`src/rtl/i2s_pkg.sv`:
```
// rtl/i2s_pkg.sv - shared I2S frame constants and receiver state encoding
package i2s_pkg;

    localparam int I2S_SLOT_BITS    = 32;
    localparam int I2S_SAMPLE_WIDTH = 24;
    localparam int I2S_FRAME_BITS   = 2 * I2S_SLOT_BITS;

    typedef enum logic [1:0] {
        SYNC  = 2'd0,
        LEFT  = 2'd1,
        RIGHT = 2'd2
    } i2s_state_e;

endpackage

```
`src/rtl/i2s_sclk_edge.sv`:
```
// rtl/i2s_sclk_edge.sv - registers the codec pins and strobes each sclk rise
module i2s_sclk_edge (
    input  logic clk_i,
    input  logic rst_i,
    input  logic sclk_i,
    input  logic lrclk_i,
    input  logic sdata_i,
    output logic rise_o,
    output logic lrclk_s_o,
    output logic sdata_s_o
);

    logic sclk_q;
    logic sclk_qq;
    logic lrclk_q;
    logic sdata_q;

    always_ff @(posedge clk_i) begin
        if (rst_i) begin
            sclk_q  <= 1'b0;
            sclk_qq <= 1'b0;
            lrclk_q <= 1'b0;
            sdata_q <= 1'b0;
        end else begin
            sclk_q  <= sclk_i;
            sclk_qq <= sclk_q;
            lrclk_q <= lrclk_i;
            sdata_q <= sdata_i;
        end
    end

    assign rise_o    = sclk_q & ~sclk_qq;
    assign lrclk_s_o = lrclk_q;
    assign sdata_s_o = sdata_q;

endmodule

```
`src/rtl/i2s_line_in_rx.sv`:
```
// rtl/i2s_line_in_rx.sv - I2S line-in deserialiser delivering checked stereo pairs
module i2s_line_in_rx
    import i2s_pkg::*;
#(
    parameter int SAMPLE_WIDTH = I2S_SAMPLE_WIDTH,
    parameter int SLOT_BITS    = I2S_SLOT_BITS
) (
    input  logic                    line_in_mclk,
    input  logic                    rst,
    input  logic                    line_in_sclk,
    input  logic                    line_in_lrclk,
    input  logic                    line_in_sdata,
    output logic [SAMPLE_WIDTH-1:0] sample_l,
    output logic [SAMPLE_WIDTH-1:0] sample_r,
    output logic                    sample_valid,
    output logic                    frame_err
);

    localparam int CNT_W = $clog2(SLOT_BITS);
    localparam logic [CNT_W-1:0] CNT_MAX    = CNT_W'(SLOT_BITS - 1);
    localparam logic [CNT_W-1:0] CNT_SAMPLE = CNT_W'(SAMPLE_WIDTH);

    logic rise;
    logic lrclk_s;
    logic sdata_s;
    logic boundary;

    i2s_state_e             state_q,     state_d;
    logic                   lrclk_prev_q, lrclk_prev_d;
    logic [CNT_W-1:0]       bit_cnt_q,   bit_cnt_d;
    logic [SAMPLE_WIDTH-1:0] shift_q,    shift_d;
    logic [SAMPLE_WIDTH-1:0] left_hold_q, left_hold_d;
    logic [SAMPLE_WIDTH-1:0] sample_l_q, sample_l_d;
    logic [SAMPLE_WIDTH-1:0] sample_r_q, sample_r_d;
    logic                   valid_q,     valid_d;
    logic                   err_q,       err_d;

    i2s_sclk_edge u_edge (
        .clk_i     (line_in_mclk),
        .rst_i     (rst),
        .sclk_i    (line_in_sclk),
        .lrclk_i   (line_in_lrclk),
        .sdata_i   (line_in_sdata),
        .rise_o    (rise),
        .lrclk_s_o (lrclk_s),
        .sdata_s_o (sdata_s)
    );

    always_ff @(posedge line_in_mclk) begin
        if (rst) begin
            state_q      <= SYNC;
            lrclk_prev_q <= 1'b0;
            bit_cnt_q    <= '0;
            shift_q      <= '0;
            left_hold_q  <= '0;
            sample_l_q   <= '0;
            sample_r_q   <= '0;
            valid_q      <= 1'b0;
            err_q        <= 1'b0;
        end else begin
            state_q      <= state_d;
            lrclk_prev_q <= lrclk_prev_d;
            bit_cnt_q    <= bit_cnt_d;
            shift_q      <= shift_d;
            left_hold_q  <= left_hold_d;
            sample_l_q   <= sample_l_d;
            sample_r_q   <= sample_r_d;
            valid_q      <= valid_d;
            err_q        <= err_d;
        end
    end

    always_comb begin
        state_d      = state_q;
        lrclk_prev_d = lrclk_prev_q;
        bit_cnt_d    = bit_cnt_q;
        shift_d      = shift_q;
        left_hold_d  = left_hold_q;
        sample_l_d   = sample_l_q;
        sample_r_d   = sample_r_q;
        valid_d      = 1'b0;
        err_d        = 1'b0;
        boundary     = rise && (lrclk_s != lrclk_prev_q);

        if (rise) begin
            lrclk_prev_d = lrclk_s;
            if (boundary) begin
                // The boundary rise is the I2S delay bit: it resets the count and is never captured.
                bit_cnt_d = '0;
                case (state_q)
                    SYNC: begin
                        if (!lrclk_s) state_d = LEFT;
                    end
                    LEFT: begin
                        if (lrclk_s) begin
                            if (bit_cnt_q == CNT_MAX) begin
                                left_hold_d = shift_q;
                                state_d     = RIGHT;
                            end else begin
                                err_d   = 1'b1;
                                state_d = SYNC;
                            end
                        end
                    end
                    RIGHT: begin
                        if (!lrclk_s) begin
                            if (bit_cnt_q == CNT_MAX) begin
                                sample_l_d = left_hold_q;
                                sample_r_d = shift_q;
                                valid_d    = 1'b1;
                                state_d    = LEFT;
                            end else begin
                                err_d   = 1'b1;
                                state_d = SYNC;
                            end
                        end
                    end
                    default: state_d = SYNC;
                endcase
            end else begin
                if (bit_cnt_q != CNT_MAX) bit_cnt_d = bit_cnt_q + 1'b1;
                // bit_cnt_q < SAMPLE_WIDTH means this rise is slot bit 1..SAMPLE_WIDTH.
                if (bit_cnt_q < CNT_SAMPLE) shift_d = {shift_q[SAMPLE_WIDTH-2:0], sdata_s};
            end
        end
    end

    assign sample_l     = sample_l_q;
    assign sample_r     = sample_r_q;
    assign sample_valid = valid_q;
    assign frame_err    = err_q;

endmodule

```
`config.mk`:
```
export PLATFORM = sky130hd
export DESIGN_NAME = i2s_line_in_rx
export DESIGN_NICKNAME = d
export VERILOG_FILES = /design/src/rtl/i2s_pkg.sv /design/src/rtl/i2s_sclk_edge.sv /design/src/rtl/i2s_line_in_rx.sv
export SDC_FILE = /design/constraint.sdc
export NUM_CORES = 1
export LEC_CHECK = 0
export ABC_AREA = 1
export BUFFER_PORTS_ARGS = -buffer_cell sky130_fd_sc_hd__buf_2
export CAP_MARGIN = 25
export CORE_MARGIN = 1.5
export CORE_UTILIZATION = 51
export DETAILED_ROUTE_END_ITERATION = 10
export PLACE_DENSITY = 0.74
export SYNTH_ARGS = -nofsm -noshare
export SYNTH_HDL_FRONTEND = slang
export SYNTH_SLANG_ARGS = --single-unit
```
`constraint.sdc`:
```
create_clock -name line_in_mclk -period 1.4 [get_ports line_in_mclk]
set_input_delay 0.28 -clock line_in_mclk [delete_from_list [all_inputs] [get_ports line_in_mclk]]
set_output_delay 0.28 -clock line_in_mclk [all_outputs]
set_load 0.01 [all_outputs]
```
-- After elaboration in Yosys (flattened, before gate mapping)
Cells that the tools add are included.
- add/subtract/negate cells: 1
- order comparisons: 1
- equality and inequality tests: 8
- mux-type cells: 13
- bitwise logic cells: 6
- reduce and logical (&&, ||, !) cells: 10
- operator list (cell ; count):
    AND reduction 5 bit ; 3
    2-to-1 mux 5 bit ; 2
    2-to-1 mux 2 bit ; 4
    one-hot mux 2 bit (3 select lines) ; 1
    adder 5 x 1 -> 5 bit, second input constant ; 1
    == test 5 bit, second input constant ; 1
    less-than comparator 5 bit, second input constant ; 1
    2-to-1 mux 1 bit ; 5
    inequality test 5 bit, second input constant ; 1
    inverter 1 bit ; 5
    OR reduction 5 bit ; 1
    inequality test 2 bit, second input constant ; 2
    AND reduction 3 bit ; 1
    OR reduction 3 bit ; 1
    == test 2 x 1 -> 1 bit, second input constant ; 1
    == test 2 bit, second input constant ; 1
    zero test 2 bit ; 1
    inequality test 2 x 1 -> 1 bit, second input constant ; 1
    one-hot mux 1 bit (2 select lines) ; 1
    AND reduction 2 bit ; 1
    nonzero test 2 bit ; 1
    bitwise AND 1 bit ; 1
    logical AND 1 bit ; 1
    inequality test 1 bit ; 1
- register bits after elaboration: 110
- input bits: 5

-- Logic depth before layout (Yosys ltp)
Gate-level depths: netlist of the first run.
- word-level depth: 5
- mapped depth: 10
- gate-level depth less buffers: 9

-- Hierarchy
A second synthesis of the first run with hierarchy kept.
- cells, all modules: 522
- area, all modules: 4136.5 um2
- modules (own cells, without submodules) (module ; instances ; cells each ; area each (um2)):
    i2s_line_in_rx ; 1 ; 509 ; 4022.6
    i2s_sclk_edge ; 1 ; 13 ; 113.9

-- Worst setup path before layout of the first run
Ideal clock, no wire load.
- kind: register to register
- start point: register bit_cnt_q[0]
- end point: register left_hold_q[10]
- library setup time: 0.113 ns
- arrival time: 1.491 ns
- required time: 1.287 ns
- setup slack: -0.204 ns
- cell stages (with the launch flop): 11
- buffers on the path: 2
- cell sequence: dfxtp_1 > ha_1 > and3_1 > ha_1 > nand2_1 > nor2_1 > nand2_1 > buf_6 > buf_2 > nor2_1 > nor2_1
- word-level cells in the longest chain between the ends: 2
- ends and longest elaborated chain (item ; line ; source):
    start: declaration ; i2s_line_in_rx.sv:30 ; logic [CNT_W-1:0] bit_cnt_q, bit_cnt_d;
    start signal: assignment ; i2s_line_in_rx.sv:63 ; bit_cnt_q <= bit_cnt_d;
    == test 5 bit ; i2s_line_in_rx.sv:96 ; if (bit_cnt_q == CNT_MAX) begin
    AND reduction 5 bit (no line) ; - ;
    end signal: assignment ; i2s_line_in_rx.sv:65 ; left_hold_q <= left_hold_d;
    end: declaration ; i2s_line_in_rx.sv:32 ; logic [SAMPLE_WIDTH-1:0] left_hold_q, left_hold_d;
Every way passes these cells.
A chain may end at the register's enable or synchronous reset.

-- Worst setup path after layout of the first run
- start point: register bit_cnt_q[0]
- end point: register sample_r_q[7] (netlist: sample_r[7])
- word-level cells in the longest chain between the ends: 2
- ends and longest elaborated chain (item ; line ; source):
    == test 5 bit ; i2s_line_in_rx.sv:107 ; if (bit_cnt_q == CNT_MAX) begin
    AND reduction 5 bit (no line) ; - ;
    end signal: assignment ; i2s_line_in_rx.sv:67 ; sample_r_q <= sample_r_d;
    end: declaration ; i2s_line_in_rx.sv:34 ; logic [SAMPLE_WIDTH-1:0] sample_r_q, sample_r_d;
Every way passes these cells.

==> results of run 1 <==
==> final cells by class <==
cell class | instances | area share, %
clock buffers | 12 | 2.77
repair buffers | 93 | 14.9
clock inverters | 4 | 0.625
inverters | 63 | 4.31
multi-input cells | 433 | 35.6
well taps | 105 | 2.35
flip-flops and latches | 110 | 39.5
==> layout by cell type (no fill, tap or decap) <==
master and n:
clkbuf_8 11, and3_4 1, nand3_4 1, buf_16 4, a21oi_1 4, inv_6 4
nor3_2 2, nand2_1 147, inv_1 56, xor2_1 1, inv_2 5, ha_4 4
nor2_1 189, ha_1 1, dfxtp_2 4, dfxtp_4 1, buf_2 54, inv_4 2
o21ai_1 3, clkbuf_16 5, nand2_4 1, clkbuf_1 1, buf_8 1, nor2_2 15
dfxtp_1 105, ha_2 1, buf_12 6, a21oi_2 2, nand3b_1 1, nor2_4 8
nand3_1 8, buf_6 5, buf_4 18, nand2_2 19, nand3_2 2, o21ai_0 23
==> repair_timing <==
| item | 4_1_cts | 5_1_grt |
|---|---|---|
| endpoints found under the setup margin | 79 | 105 |
| hold buffers | 0 | 0 |
| pin swaps | 7 | 16 |
| resized for setup | 37 | 44 |
| cloned | 2 | 7 |
| setup buffers | 7 | 2 |
==> cell usage after synthesis, drive strengths merged <==
master	instances
o21ai	26
inv	63
and3	1
dfxtp	110
nand3b	1
nand3	11
a21oi	6
nor3	2
ha	6
nand2	167
nor2	212
buf	17
xor2	1
clkbuf	13
==> how the worst max path moves through the flow <==
stage                                   start                      endpoint  slack, ns  depth (start not counted)
floorplan           bit_cnt_q[1]$_SDFFE_PP0P_  left_hold_q[10]$_SDFFE_PP0P_      -0.11                         10
global placement    bit_cnt_q[0]$_SDFFE_PP0P_      sample_l[1]$_SDFFE_PP0P_      -0.20                          9
detailed placement  bit_cnt_q[0]$_SDFFE_PP0P_      sample_l[1]$_SDFFE_PP0P_      -0.25                          9
CTS                 bit_cnt_q[1]$_SDFFE_PP0P_     sample_l[11]$_SDFFE_PP0P_      -0.24                         10
global route        bit_cnt_q[0]$_SDFFE_PP0P_      sample_r[8]$_SDFFE_PP0P_      -0.35                         11
finish              bit_cnt_q[0]$_SDFFE_PP0P_      sample_r[7]$_SDFFE_PP0P_      -0.30                         10
==> logic make-up after synthesis <==
| family | count (synthesis) |
|---|---|
| xor+xnor | 1 |
| simple gates | 394 |
| buf+inv | 93 |
| flops | 110 |
| fa+ha+maj | 6 |
| compound gates | 32 |
==> power by group <==
part / switching, uW / internal (uW) / total, uW
clock: 1110 / 773 / 1880
sequential: 68.3 / 3190 / 3250
combinational: 223 / 141 / 364
==> worst register-to-register path, cell delays in order (launching register included) <==
cell and delay (ns):
dfxtp_4 0.37, ha_4 0.13, and3_4 0.19, ha_4 0.15
nand3_4 0.09, nor2_4 0.13, buf_12 0.17, buf_12 0.13
buf_16 0.14, nor2_4 0.03, nor2_1 0.11
==> sequential cells by signal, indices dropped and copies added (netlist names), 2 cells and up <==
| signal | cells |
|---|---|
| left_hold_q | 24 |
| sample_l | 24 |
| sample_r | 24 |
| shift_q | 24 |
| bit_cnt_q | 5 |
| state_q | 2 |
==> per-stage QoR <==
stage                     cell area [sq um]  TNS [ns]  std cells  total power (uW)  setup WS [ns]
after global routing                   5600    -22.70        820              5710         -0.353
final                                  5600    -17.47        820              5500         -0.300
after floorplan                        4430     -5.67        636              3520         -0.105
after detailed placement               4870    -14.76        786              3620         -0.252
after global placement                 4870    -11.44        786              3610         -0.204
after CTS                              5310    -14.93        811              5470         -0.242
==> per-layer routing <==
| layer | global-route usage (%) | vias to the layer above |
|---|---|---|
| met5 | 0 | - |
| met2 | 34.9 | 94 |
| li1 | - | 2038 |
| met4 | 9.44 | 0 |
| met3 | 3.67 | 13 |
| met1 | 28.4 | 1744 |
==> results.sh, run 1 <==
export IMPL_synthCells=636
export IMPL_initial_core_util_pct=52.9
export IMPL_grt_pass1_vias=3434
export IMPL_yosysWarningCount=0
export IMPL_ioPinCount=55
export IMPL_wl_per_cell_microns=12.6
export IMPL_grt_start_max_net_pins=68
export IMPL_drt_initial_drc_count=239
export IMPL_synth_mux_area_share_pct=0
export IMPL_cts_sinks=110
export IMPL_die_y_microns=95.6
export IMPL_hp_class="in -> reg"
export IMPL_placementRows=33
export IMPL_met1_length_microns=4610
export IMPL_crit_family="simple AND/OR/NAND/NOR gates"
export IMPL_p_leak_uw=0.00266
export IMPL_cts_buffer_depth=2
export IMPL_post_route_min_period_ns=1.70
export IMPL_avgSynthCellArea_sq_um=6.87
export IMPL_synth_fp_nets=647
export IMPL_finalMaxSlewViolations=0
export IMPL_worstPathRequired_ns=1.72
export IMPL_crit_buf_inv=3
export IMPL_synth_seq_cells=110
export IMPL_synth_simple_area_share_pct=34.7
export IMPL_seq_area_sq_um=2210
export IMPL_grt_usage_pct=21.6
export IMPL_highest_layer="met4"
export IMPL_startpoint_type="flop"
export IMPL_first_pass_iters=4
export IMPL_max_slew_margin_pct=80.4
export IMPL_endpoint_kind="flop"
export IMPL_area_growth_pct=28.2
export IMPL_synth_compound_area_share_pct=3.66
export IMPL_min_to="u_edge.lrclk_s_o$_SDFF_PP0_"
export IMPL_status="finished, violations left"
export IMPL_ir_drop_mv=0.492
export IMPL_ys_seq_area_share_pct=50.4
export IMPL_vias=3889
export IMPL_cap_viol_max_count=0
export IMPL_synth_area_leaders="dfxtp_1, nor2_1, nand2_1"
export IMPL_final_hold_violation_count=0
export IMPL_skew_ns=0.00906
export IMPL_vias_per_cell=4.74
export IMPL_layout_drive_gt1_share_pct=24.6
export IMPL_p_per_area_nw_per_um2=981
export IMPL_met3_length_microns=578
export IMPL_multi_input_area_sq_um=2000
export IMPL_synth_fa_ha_area_share_pct=1.72
export IMPL_port_buffers=54
export IMPL_routabilityCongestion=0.809
export IMPL_worstPathCellList="ha_4, and3_4, ha_4, nand3_4, nor2_4, buf_12, buf_12, buf_16, nor2_4, nor2_1"
export IMPL_dieArea_sq_um=9130
export IMPL_cp_max_fo=8
export IMPL_grt_overflow=0
export IMPL_cp_slowest_stage_delay_ns=0.37
export IMPL_r2r_end="sample_r[7]$_SDFFE_PP0P_"
export IMPL_synthXorXnorAreaFrac_pct=0.200
export IMPL_timing_hold_ws_ns=0.0994
export IMPL_rsz0062_at_grt="yes"
export IMPL_detail_route_antenna_nets=0
export IMPL_hp_start="line_in_lrclk"
export IMPL_crit_slowest_cell="dfxtp_4"
export IMPL_criticalPathCategory="reg -> reg"
export IMPL_clk_latency_ns=0.38
export IMPL_tightestPinTransition_ns=0.293
export IMPL_setup_viol=79
export IMPL_die_w_microns=95.6
export IMPL_ys_types=19
export IMPL_grt_pass1_wl_microns=15500
export IMPL_n_fill_cell=699
export IMPL_post_route_util_pct=67.8
export IMPL_rr_startpoint="bit_cnt_q[0]$_SDFFE_PP0P_"
export IMPL_violations="setup timing"
export IMPL_clkTransAtPathRegs_ns=0.10
export IMPL_r2r_setup_slack_ns=-0.30
export IMPL_finalWirelength_microns=10300
export IMPL_hold_depth=3
export IMPL_root_buffer="clkbuf_8"
export IMPL_syn_area_sq_um=4370
export IMPL_arrival_ns=2.02
export IMPL_fin_crit_sh_pct=121
export IMPL_synth_top_area_share_pct=50.4
export IMPL_fin_ws_ns=-0.300
export IMPL_met2_length_microns=4970
export IMPL_drc=0
export IMPL_final_net_count=721
export IMPL_reg2regPathDepth=10
export IMPL_cts_tree="built"
export IMPL_dp_hpwl_microns=5740
export IMPL_cts_buffers=9
export IMPL_antenna_found_initial=0
export IMPL_diodes=0
export IMPL_htreeDepth=3
export IMPL_design_core_area_sq_um=8260
export IMPL_yosysTopAreaCell="dfxtp_1"
export IMPL_max_clock_freq_mhz=588
export IMPL_synth_top_family_by_area="simple AND/OR/NAND/NOR gates"
(Power assumes the default switching activity.)
==> inputs of run 2 (changes only) <==
Settings changed: PLACE_DENSITY 0.74 to 0.75, SYNTH_HIERARCHICAL set to 1.
==> results.sh, run 2 <==
export IMPL_arrival_ns=2.02
export IMPL_routabilityCongestion=0.845
export IMPL_cts_tree="built"
export IMPL_ctsHoldBuffers=0
export IMPL_cts_buffers=9
export IMPL_endpoint_kind="flop"
export IMPL_finalWirelength_microns=10700
export IMPL_ys_types=25
export IMPL_first_pass_iters=5
export IMPL_die_w_microns=93.1
export IMPL_post_route_min_period_ns=1.71
export IMPL_drc=0
export IMPL_skew_ns=0.0119
export IMPL_crit_slowest_cell="dfxtp_2"
export IMPL_placementRows=32
export IMPL_design_core_area_sq_um=7810
export IMPL_placed_cell_area_sq_um=4840
export IMPL_p_leak_uw=0.00233
export IMPL_n_fill_cell=576
export IMPL_startpoint_type="flop"
export IMPL_drt_initial_drc_count=266
export IMPL_pre_cts_ws_ns=-0.231
export IMPL_grt_start_max_net_pins=71
export IMPL_clkTransAtPathRegs_ns=0.11
export IMPL_synth_area_leaders="dfxtp_1, nor2_1, nor3_1"
export IMPL_port_buffers=54
export IMPL_vias_per_cell=5.50
export IMPL_yosysWarningCount=6
export IMPL_cp_slowest_stage_delay_ns=0.37
export IMPL_grt_pass1_wl_microns=16700
export IMPL_diodes=0
export IMPL_tightestPinTransition_ns=0.382
export IMPL_root_buffer="clkbuf_8"
export IMPL_finalMaxSlewViolations=0
export IMPL_clk_latency_ns=0.38
export IMPL_vias=3886
export IMPL_final_hold_violation_count=0
export IMPL_max_slew_margin_pct=74.5
export IMPL_antenna_found_initial=0
export IMPL_p_per_area_nw_per_um2=1040
export IMPL_grt_usage_pct=24.1
export IMPL_synth_edff_count=0
export IMPL_cts_buffer_depth=2
export IMPL_synth_top_area_share_pct=53.2
export IMPL_detail_route_antenna_nets=0
export IMPL_synth_fp_nets=534
export IMPL_synth_most_common_cell="nor2_1"
export IMPL_yosysTopAreaCell="dfxtp_1"
export IMPL_violations="setup timing"
export IMPL_dieArea_sq_um=8660
export IMPL_ir_drop_mv=0.672
export IMPL_criticalPathCategory="reg -> reg"
export IMPL_highest_layer="met4"
export IMPL_final_net_count=612
export IMPL_cap_viol_max_count=0
export IMPL_area_growth_pct=36.7
export IMPL_worstPathRequired_ns=1.71
export IMPL_ys_seq_area_share_pct=53.2
export IMPL_ioPinCount=55
export IMPL_synthCells=522
export IMPL_met3_length_microns=534
export IMPL_power_uw=5880
export IMPL_initial_core_util_pct=53.0
export IMPL_htreeDepth=3
export IMPL_setup_viol=79
export IMPL_dp_hpwl_microns=5970
export IMPL_synth_common_cells="nor2_1, dfxtp_1, nor3_1, o21ai_0, o21ai_1"
export IMPL_timing_hold_ws_ns=0.0944
export IMPL_cts_sinks=110
export IMPL_status="finished, violations left"
export IMPL_max_clock_freq_mhz=584
export IMPL_wl_per_cell_microns=15.1
export IMPL_synthArstFlopShare_pct=0
export IMPL_hp_class="in -> reg"
export IMPL_worstPathCellList="ha_4, nand2_4, nor2_4, ha_4, nand4_4, nor2_4, buf_6, clkbuf_16, o21ai_2, nor2_1"
export IMPL_layout_common_cells="nor2_1, dfxtp_1, buf_2, o21ai_0, nor3_1"
export IMPL_avgSynthCellArea_sq_um=7.92
export IMPL_synth_seq_cells=110
export IMPL_cp_max_fo=5
export IMPL_met1_length_microns=4960
export IMPL_grt_pass1_vias=3528
export IMPL_ys_flop_type="dfxtp_1"
export IMPL_die_y_microns=93.1
export IMPL_postLayoutCellArea_sq_um=5650
export IMPL_mostFrequentLayoutCell="nor2_1"
export IMPL_grt_overflow=0
export IMPL_fin_crit_sh_pct=122
export IMPL_met2_length_microns=4960
export IMPL_fin_ws_ns=-0.312
export IMPL_rsz0062_at_grt="yes"
export IMPL_syn_area_sq_um=4140
export IMPL_layout_drive_gt1_share_pct=34.7
==> run 2: cell count changes after synthesis, sizes merged, moves of 2 or more <==
cell	delta
clkbuf	+6
o21ai	+72
nor2	-75
nand4	+3
nor3	+73
inv	-48
clkinv	+2
nand3	+2
nand2	-149
==> run 2: what timing repair did <==
| item | CTS | global route |
|---|---|---|
| gates resized for setup | 22 | 68 |
| setup buffers | 5 | 6 |
| gates cloned | 2 | 5 |
| endpoints found under the setup margin | 92 | 105 |
| pin swaps | 14 | 37 |
==> run 2: final timing paths <==
path	slack [ns]	cells after the start	startpoint	to
worst max-delay path	-0.31	10	bit_cnt_q[1]$_SDFFE_PP0P_	sample_l[17]$_SDFFE_PP0P_
worst min-delay path	0.09	3	line_in_lrclk	u_edge/lrclk_s_o$_SDFF_PP0_
worst max register to register	-0.31	10	bit_cnt_q[1]$_SDFFE_PP0P_	sample_l[17]$_SDFFE_PP0P_
worst min register to register	0.49	2	u_edge/sclk_q$_SDFF_PP0_	u_edge/sclk_qq$_SDFF_PP0_
==> run 2: logic make-up (layout without fill, tap and decap cells) <==
family / after synthesis / in the layout / synth area share, %
adder cells (fa/ha/maj): 7 / 7 / 2.12
flip-flops: 110 / 110 / 53.2
AO/OA/AOI/OAI: 104 / 104 / 12.6
XOR/XNOR: 2 / 2 / 0.424
AND/OR/NAND/NOR: 247 / 247 / 26.0
buffers and inverters: 52 / 135 / 5.66
==> run 2: cell type report <==
class	instances	area (sq um)	share of cell area [%]
clock buffer	9	124	2.19
clock inverter	7	129	2.28
inverter	17	63.8	1.13
multi-input combinational	360	2140	37.9
sequential	110	2210	39.1
tap	102	128	2.26
timing repair buffer	102	857	15.2
==> run 2: layer usage <==
layer | GRT usage, % | vias to the layer above
met5 | 0 | -
met4 | 8.08 | 0
li1 | - | 1897
met2 | 36.7 | 123
met3 | 4.47 | 17
met1 | 34.2 | 1849
==> run 2: per-stage QoR <==
step	std cells	utilization [%]	TNS [ns]
floorplan	522	-	-8.52
global placement	674	62.0	-10.36
detailed placement	674	62.0	-13.57
CTS	697	67.4	-14.07
global route	707	72.4	-26.18
finish	707	72.4	-18.82
==> run 2: where the power goes <==
group          internal [uW]  switching [uW]
combinational            133             223
sequential              3190            70.5
clock                   1070            1200
total                   4390            1490
==> run 2: worst max-delay path: cells and delay by family (launching register included) <==
| kind | cells | cell delay [ns] |
|---|---|---|
| DFF | 1 | 0.37 |
| AOI/OAI and AO/OA | 1 | 0.05 |
| and+or+nand+nor | 5 | 0.56 |
| buffers and inverters | 2 | 0.31 |
| adders and majority gates | 2 | 0.33 |
==> inputs of run 3 (changes only) <==
Settings changed: CORE_UTILIZATION 51 to 35, HOLD_SLACK_MARGIN set to 0.12, PLACE_DENSITY 0.75 to unset.
==> results.sh, run 3 (synthesis results as in run 2) <==
export IMPL_post_route_min_period_ns=1.65
export IMPL_mostFrequentLayoutCell="nor2_1"
export IMPL_ioPinCount=55
export IMPL_dp_hpwl_microns=6480
export IMPL_placementRows=39
export IMPL_grt_usage_pct=16.1
export IMPL_ctsHoldBuffers=0
export IMPL_initial_core_util_pct=36.1
export IMPL_p_per_area_nw_per_um2=1060
export IMPL_grt_overflow=0
export IMPL_crit_slowest_cell="dfxtp_2"
export IMPL_cts_tree="built"
export IMPL_pwr_share_seq_pct=54.5
export IMPL_die_y_microns=112
export IMPL_fin_ws_ns=-0.248
export IMPL_clkTransAtPathRegs_ns=0.07
export IMPL_tightestPinTransition_ns=0.341
export IMPL_n_fill_cell=1075
export IMPL_p_sw_uw=1430
export IMPL_violations="setup timing"
export IMPL_worstPathRequired_ns=1.68
export IMPL_startpoint_type="flop"
export IMPL_arrival_ns=1.93
export IMPL_criticalPathCategory="reg -> reg"
export IMPL_htreeDepth=3
export IMPL_drt_initial_drc_count=188
export IMPL_cp_max_fo=8
export IMPL_dieArea_sq_um=12500
export IMPL_diodes=0
export IMPL_cp_slowest_stage_delay_ns=0.36
export IMPL_layout_common_cells="nor2_1, dfxtp_1, buf_2, o21ai_1, nor3_1"
export IMPL_cts_sinks=110
export IMPL_clkPwrFrac_pct=39.3
export IMPL_placed_cell_area_sq_um=4960
export IMPL_ir_drop_mv=0.606
export IMPL_grt_pass1_vias=3382
export IMPL_routabilityCongestion=0.801
export IMPL_status="finished, violations left"
export IMPL_setup_tns_ns=-14.92
export IMPL_skew_ns=0.0110
export IMPL_root_buffer="clkbuf_16"
export IMPL_timing_hold_ws_ns=0.139
export IMPL_clk_latency_ns=0.35
export IMPL_hp_class="in -> reg"
export IMPL_vias_per_cell=5.01
export IMPL_p_int_uw=4540
export IMPL_wl_per_cell_microns=14.0
export IMPL_port_buffers=54
export IMPL_rsz0062_at_grt="yes"
export IMPL_netSwitchingFraction_pct=23.9
export IMPL_antenna_found_initial=0
export IMPL_combPwrFrac_pct=6.2
export IMPL_design_core_area_sq_um=11500
export IMPL_layout_drive_gt1_share_pct=33.8
export IMPL_worstPathCellList="ha_4, nand2_4, nor2_4, ha_4, nand4_4, nor2_4, buf_12, clkbuf_16, o21ai_0, nor2_1"
export IMPL_area_growth_pct=36.8
export IMPL_grt_pass1_wl_microns=16500
export IMPL_first_pass_iters=4
export IMPL_vias=3756
export IMPL_cts_buffers=9
export IMPL_finalMaxSlewViolations=0
export IMPL_cap_viol_max_count=0
export IMPL_finalWirelength_microns=10500
export IMPL_drc=0
export IMPL_final_hold_violation_count=0
export IMPL_detail_route_antenna_nets=0
export IMPL_max_slew_margin_pct=77.2
export IMPL_fin_crit_sh_pct=118
export IMPL_postLayoutCellArea_sq_um=5660
export IMPL_grt_start_max_net_pins=51
export IMPL_final_net_count=615
export IMPL_post_route_util_pct=49.3
export IMPL_endpoint_kind="flop"
export IMPL_cts_buffer_depth=2
export IMPL_setup_viol=78
export IMPL_p_leak_uw=0.00229
export IMPL_max_clock_freq_mhz=607
export IMPL_die_w_microns=112
## run 3: changes by cell type in the layout (fill, tap and decap cells not counted), sizes merged
cell	before	now
buf	98	103
bufinv	2	0
clkbuf	13	12
inv	18	17
nand3	13	14
## run 3: area by class of cell
type	instances	area, sq um	share of cell area, %
Clock inverter	4	33.8	0.597
Tap cell	143	179	3.16
Clock buffer	11	233	4.11
Timing Repair Buffer	104	801	14.2
Inverter	17	63.8	1.13
Sequential cell	110	2210	39.1
Multi-Input combinational cell	361	2140	37.8
## run 3: power groups by stage
stage | Sequential, uW | Combinational (uW) | Clock, uW
after floorplan | 3300 | 208 | 0
after global placement | 3320 | 307 | 0
after detailed placement | 3320 | 318 | 0
after CTS | 3250 | 329 | 2400
after global routing | 3260 | 412 | 2520
final | 3250 | 371 | 2340
## run 3: through the flow
stage	std cells	worst slack, ns	power [uW]
floorplan	522	-0.174	3510
global placement	723	-0.244	3630
detailed placement	723	-0.265	3640
CTS	747	-0.220	5980
global route	750	-0.361	6190
finish	750	-0.248	5970
## run 3: layer usage
metal	global-route usage [%]	vias to the layer above	wire length [microns]
met5	0	-	0
met2	23.5	82	4560
met1	23.5	1752	5380
met4	5.65	0	119
met3	3.43	8	409
li1	-	1914	-
## run 3: final timing paths
check	end	cells past startpoint	start	slack [ns]
min reg2reg	u_edge/sclk_qq$_SDFF_PP0_	2	u_edge/sclk_q$_SDFF_PP0_	0.48
max reg2reg	sample_r[23]$_SDFFE_PP0P_	10	bit_cnt_q[0]$_SDFFE_PP0P_	-0.25
min	u_edge/sclk_q$_SDFF_PP0_	3	line_in_sclk	0.14
max	sample_r[23]$_SDFFE_PP0P_	10	bit_cnt_q[0]$_SDFFE_PP0P_	-0.25
## run 3: timing repair
item	in CTS	in global routing
setup buffers	6	4
pin swaps	10	42
gates resized for setup	31	78
setup endpoints to repair	91	99
gates cloned	3	2
## run 3: worst max-delay path: cells and delay by family (launching register included)
kind            cells  cell delay (ns)
simple gates        5             0.53
flops               1             0.36
fa+ha+maj           2             0.32
buf+inv             2             0.31
compound gates      1             0.07
